==> src/rtl/noc_tree_pkg.sv <==
// Shared definitions for the tree NoC router: packet layout and arbiter state encoding.
package noc_tree_pkg;

  localparam int unsigned WIDTH_addr    = 3;
  localparam int unsigned WIDTH_dest    = 3;
  localparam int unsigned WIDTH_packet  = 14;
  localparam int unsigned WIDTH_payload = WIDTH_packet - WIDTH_addr - WIDTH_dest;

  // Field order from MSB: addr, dest, payload.
  typedef struct packed {
    logic [WIDTH_addr-1:0]    addr;
    logic [WIDTH_dest-1:0]    dest;
    logic [WIDTH_payload-1:0] payload;
  } packet_t;

  typedef enum logic {
    PRI0 = 1'b0,
    PRI1 = 1'b1
  } rr_state_e;

endpackage

==> src/rtl/noc_sync_fifo.sv <==
// Single-clock FIFO with occupancy count; the head is read straight from storage (no bypass).
module noc_sync_fifo #(
  parameter int unsigned WIDTH = 14,
  parameter int unsigned DEPTH = 2,
  parameter int unsigned CNT_W = $clog2(DEPTH + 1)
) (
  input  logic             clk,
  input  logic             rst,
  input  logic             push_i,
  input  logic [WIDTH-1:0] push_data_i,
  input  logic             pop_i,
  output logic [WIDTH-1:0] pop_data_o,
  output logic             full_o,
  output logic             empty_o,
  output logic [CNT_W-1:0] count_o
);

  localparam int unsigned PTR_W = (DEPTH > 1) ? $clog2(DEPTH) : 1;

  logic [WIDTH-1:0] mem_q [DEPTH];
  logic [PTR_W-1:0] wr_ptr_q, wr_ptr_d;
  logic [PTR_W-1:0] rd_ptr_q, rd_ptr_d;
  logic [CNT_W-1:0] count_q, count_d;
  logic             do_push;
  logic             do_pop;

  assign full_o     = (count_q == CNT_W'(DEPTH));
  assign empty_o    = (count_q == '0);
  assign do_push    = push_i && !full_o;
  assign do_pop     = pop_i && !empty_o;
  assign pop_data_o = mem_q[rd_ptr_q];
  assign count_o    = count_q;

  // Pointers wrap naturally because DEPTH is a power of two.
  always_comb begin
    wr_ptr_d = wr_ptr_q;
    rd_ptr_d = rd_ptr_q;
    count_d  = count_q;
    if (do_push) wr_ptr_d = wr_ptr_q + PTR_W'(1);
    if (do_pop)  rd_ptr_d = rd_ptr_q + PTR_W'(1);
    case ({do_push, do_pop})
      2'b10:   count_d = count_q + CNT_W'(1);
      2'b01:   count_d = count_q - CNT_W'(1);
      default: count_d = count_q;
    endcase
  end

  always_ff @(posedge clk) begin
    if (rst) begin
      wr_ptr_q <= '0;
      rd_ptr_q <= '0;
      count_q  <= '0;
    end else begin
      wr_ptr_q <= wr_ptr_d;
      rd_ptr_q <= rd_ptr_d;
      count_q  <= count_d;
    end
  end

  // Storage is deliberately left out of reset.
  always_ff @(posedge clk) begin
    if (do_push) mem_q[wr_ptr_q] <= push_data_i;
  end

endmodule

==> src/rtl/tree_out_arbiter.sv <==
// Output-port merge stage: round-robin arbitration between two input controllers
// feeding a small FIFO toward the next hop.
module tree_out_arbiter
  import noc_tree_pkg::*;
#(
  parameter int unsigned WIDTH_packet = noc_tree_pkg::WIDTH_packet,
  parameter int unsigned DEPTH        = 2,
  parameter int unsigned CNT_W        = $clog2(DEPTH + 1)
) (
  input  logic                    clk,
  input  logic                    rst,
  input  logic                    in0_valid,
  output logic                    in0_ready,
  input  logic [WIDTH_packet-1:0] in0_data,
  input  logic                    in1_valid,
  output logic                    in1_ready,
  input  logic [WIDTH_packet-1:0] in1_data,
  output logic                    out_valid,
  input  logic                    out_ready,
  output logic [WIDTH_packet-1:0] out_data,
  output logic [CNT_W-1:0]        count
);

  rr_state_e               rr_q, rr_d;
  logic                    full;
  logic                    empty;
  logic                    grant0;
  logic                    grant1;
  logic                    push;
  logic                    pop;
  logic [WIDTH_packet-1:0] push_data;

  // Grant derives from registered occupancy, so a same-cycle pop cannot free a slot early.
  assign grant0    = !rst && !full && in0_valid && (!in1_valid || (rr_q == PRI0));
  assign grant1    = !rst && !full && in1_valid && (!in0_valid || (rr_q == PRI1));
  assign in0_ready = grant0;
  assign in1_ready = grant1;
  assign push      = grant0 || grant1;
  assign push_data = grant1 ? in1_data : in0_data;
  assign out_valid = !empty;
  assign pop       = out_valid && out_ready;

  always_comb begin
    rr_d = rr_q;
    if (grant0)      rr_d = PRI1;
    else if (grant1) rr_d = PRI0;
  end

  always_ff @(posedge clk) begin
    if (rst) rr_q <= PRI0;
    else     rr_q <= rr_d;
  end

  noc_sync_fifo #(
    .WIDTH (WIDTH_packet),
    .DEPTH (DEPTH),
    .CNT_W (CNT_W)
  ) u_fifo (
    .clk         (clk),
    .rst         (rst),
    .push_i      (push),
    .push_data_i (push_data),
    .pop_i       (pop),
    .pop_data_o  (out_data),
    .full_o      (full),
    .empty_o     (empty),
    .count_o     (count)
  );

  a_count_bound: assert property (@(posedge clk) disable iff (rst) count <= CNT_W'(DEPTH));
  a_no_ready_full: assert property (@(posedge clk) disable iff (rst) full |-> !(in0_ready || in1_ready));
  a_single_grant: assert property (@(posedge clk) !(in0_ready && in1_ready));

endmodule

==> config.mk <==
export PLATFORM = sky130hd
export DESIGN_NAME = tree_out_arbiter
export DESIGN_NICKNAME = d
export VERILOG_FILES = /design/src/rtl/noc_tree_pkg.sv /design/src/rtl/noc_sync_fifo.sv /design/src/rtl/tree_out_arbiter.sv
export SDC_FILE = /design/constraint.sdc
export NUM_CORES = 1
export LEC_CHECK = 0
export CORE_ASPECT_RATIO = 1.75
export CORE_UTILIZATION = 48
export CTS_CLUSTER_SIZE = 30
export DETAILED_ROUTE_END_ITERATION = 7
export PLACE_DENSITY = 0.91
export RECOVER_POWER = 50
export SETUP_SLACK_MARGIN = 0.15
export SLEW_MARGIN = 5
export SYNTH_ARGS = -nofsm -noshare
export SYNTH_HDL_FRONTEND = slang
export SYNTH_SLANG_ARGS = --single-unit
export TNS_END_PERCENT = 10
==> constraint.sdc <==
create_clock -name clk -period 4.3 [get_ports clk]
set_clock_uncertainty 0.15 [all_clocks]
set_input_delay 0.645 -clock clk [delete_from_list [all_inputs] [get_ports clk]]
set_output_delay 0.645 -clock clk [all_outputs]
set_load 0.02 [all_outputs]
==> run summary <==
initial drt markers: 20
H-tree lvl count: 2
largest net degree at the start of global routing: 17
Detailed Route WL: 3.107 mm
wire length per cell: 16.02 um
DR vias: 1004
critical path class: in2out
placed cell count: 186
Crit path required time: 3.50 ns
Die Y-Extent: 76.27 um
worst-case clock buffer depth: 2
Peak VDD IR: 0.3632 mV
initial antenna violation count: 0
NumNets Final: 185
register bit total from synthesis: 34
Unique masters post-synth: 24
n_diodes: 0
share of cells above drive strength 1: 19.74%
Setup crit start kind: input pin
Least-Margin Pin Slew: 0.7830 ns
sequential fraction of the synthesis area: 63.52%
endpoints failing setup: 0
Top Ports: 52
Total Negative Setup Slacks: 0 ns
Synthesized Nets: 127
Tmin final: 3.290 ns
Slew Limit Fails: 0
CP Data Arrival Time: 2.50 ns
critical path buffer and inverter count: 4
synth warn: 0
Rows: 26
first-pass GRT wire length: 4.788 mm
vias in the first global route: 1064
unrepaired setup endpoints after global routing: no
relative slew slack: 47.80%
root buf cell: clkbuf_8
PD cells: 514.3 nW/um^2
Fin. Hold Viols: 0
Max Cap Viol: 0
Synth Instances: 93
post-route ant nets: 0
GRT Total Usage: 20.27%
count of hold-fix buffers inserted at cts: 0
Critical Path Fanout Max: 16
worst skew pair latency: 0.28 ns
# DRC: 0
Power Total: 1.096 mW
worst hold path class: reg2reg
CP max-delay cell: dlygate4sd3_1
CP delay by family, top: buffers and inverters
maximum clock rate: 303.9 MHz
post-CTS sizing: 0
status: completed
Final Cycle Share: 76.51%
DRT Pass-1 Iters: 4
dpl hpwl: 2.394 mm
total gr overflow: 0
non-filler cells, final: 194
Avg Cell Area, Syn: 16.27 sq um
postcts setup bufs: 0
CTS tree: built
Core Area: 2960 sq um
IO buf count: 51
Clock transition at path regs: 0.06 ns
die area: 3389 sq um
Num Clock Sinks: 34
synthesized cell area: 1513 sq um
Layout Area Growth over Synthesis: 40.94%
Pleak: 0.7729 nW
max incr delay on CP: 0.65 ns
Top cell by count, worst path: inv_1
vias per inst: 5.175
die width: 44.44 um
placer congestion estimate: 0.6637
total CTS buffers: 5
Initial Util: 51.10%
CP endpoint kind: output port
worst-path cell chain: dlygate4sd3_1 -> inv_1 -> nand4b_4 -> inv_1 -> clkdlybuf4s50_1
-- cell type report --
| cell class | instances | area, sq um |
|---|---|---|
| Sequential cell | 34 | 960.9 |
| Fill cell | 204 | 828.3 |
| Timing Repair Buffer | 53 | 521.8 |
| Multi-Input combinational cell | 54 | 505.5 |
| Clock buffer | 8 | 80.08 |
| Tap cell | 42 | 52.55 |
| Inverter | 3 | 11.26 |
-- stage by stage --
step	hold slack, ns	cell area [sq um]	utilization [%]	worst slack [ns]
after global placement	0.3412	2074	70.08	1.121
after detailed placement	0.3524	2074	70.08	1.088
after CTS	0.3722	2155	72.78	1.063
after floorplan	0.3179	1513	-	2.069
final	0.3730	2132	72.02	1.010
after global routing	0.4073	2132	72.02	0.9182
-- power by group --
part           switching, mW  internal (mW)
Clock                 0.0987          0.115
Combinational          0.190          0.223
Sequential            0.0452          0.425
Total                  0.334          0.763
-- synth_stat cells (all sizes together) --
library cell  number  area share (%)
a21oi              1            0.33
a32o               1            0.66
and3               1            0.41
buf                2             1.1
dfxtp              6             7.9
edfxtp            28              56
ha                 1            0.83
inv                3            0.74
mux2              28              23
nand2              1            0.25
nand2b             1            0.41
nand4b             1             1.6
nor2               7             1.7
nor2b              2            0.99
o211ai             1            0.50
o21a               1            0.50
o21ai              2            0.66
or2                1            0.41
or3                2            0.83
xnor2              2             1.2
xor2               1            0.58
-- registers in the layout, summed over array words and instances, names as in the netlist, named ones only --
name	cells
u_fifo.mem_q	28
u_fifo.rd_ptr_q	1
u_fifo.wr_ptr_q	1
u_fifo.count_o	2
rr_q	1
-- cells by family (layout without fill, tap and decap cells) --
| family | after synthesis | count (layout) | synth area share, % |
|---|---|---|---|
| AO/OA/AOI/OAI | 6 | 6 | 2.647 |
| XOR/XNOR | 3 | 3 | 1.737 |
| buffers and inverters | 5 | 64 | 1.819 |
| AND/OR/NAND/NOR | 16 | 16 | 6.618 |
| flip-flops | 34 | 34 | 63.52 |
| adder cells (fa/ha/maj) | 1 | 1 | 0.8270 |
| multiplexers | 28 | 28 | 22.83 |
-- layout by cell type (no fill, tap or decap), drive strengths merged, types with 2 or more instances in the layout --
cell | netlist | final
mux2 | 28 | 28
xnor2 | 2 | 2
nor2 | 7 | 7
inv | 3 | 3
o21ai | 2 | 2
nor2b | 2 | 2
or3 | 2 | 2
dlygate4sd3 | 0 | 5
clkbuf | 0 | 9
edfxtp | 28 | 28
dfxtp | 6 | 6
clkdlybuf4s50 | 0 | 46
-- path summary, 6_finish.rpt --
path         depth (start not counted)  slack (ns)              start                   to
min                                  2        0.37    u_fifo.rd_ptr_q      u_fifo.rd_ptr_q
max                                  5        1.01                rst            in1_ready
min reg2reg                          2        0.37    u_fifo.rd_ptr_q      u_fifo.rd_ptr_q
max reg2reg                          4        2.05  u_fifo.count_o[0]  u_fifo.mem_q[1][13]
-- tightest hold or removal path: cells and delay by family, from the launching register on --
kind          cells  cell delay [ns]
flops             1             0.32
simple gates      1             0.08
xor+xnor          1             0.09
-- routing by layer --
metal | track usage [%] | up-vias | part of all wire (%)
li1 | - | 464 | -
met1 | 16.80 | 491 | 30
met2 | 38.53 | 37 | 62
met3 | 6.398 | 12 | 4.8
met4 | 10.30 | 0 | 3.4
met5 | 0 | - | 0
Note: power is estimated with default switching activity, not from simulation.
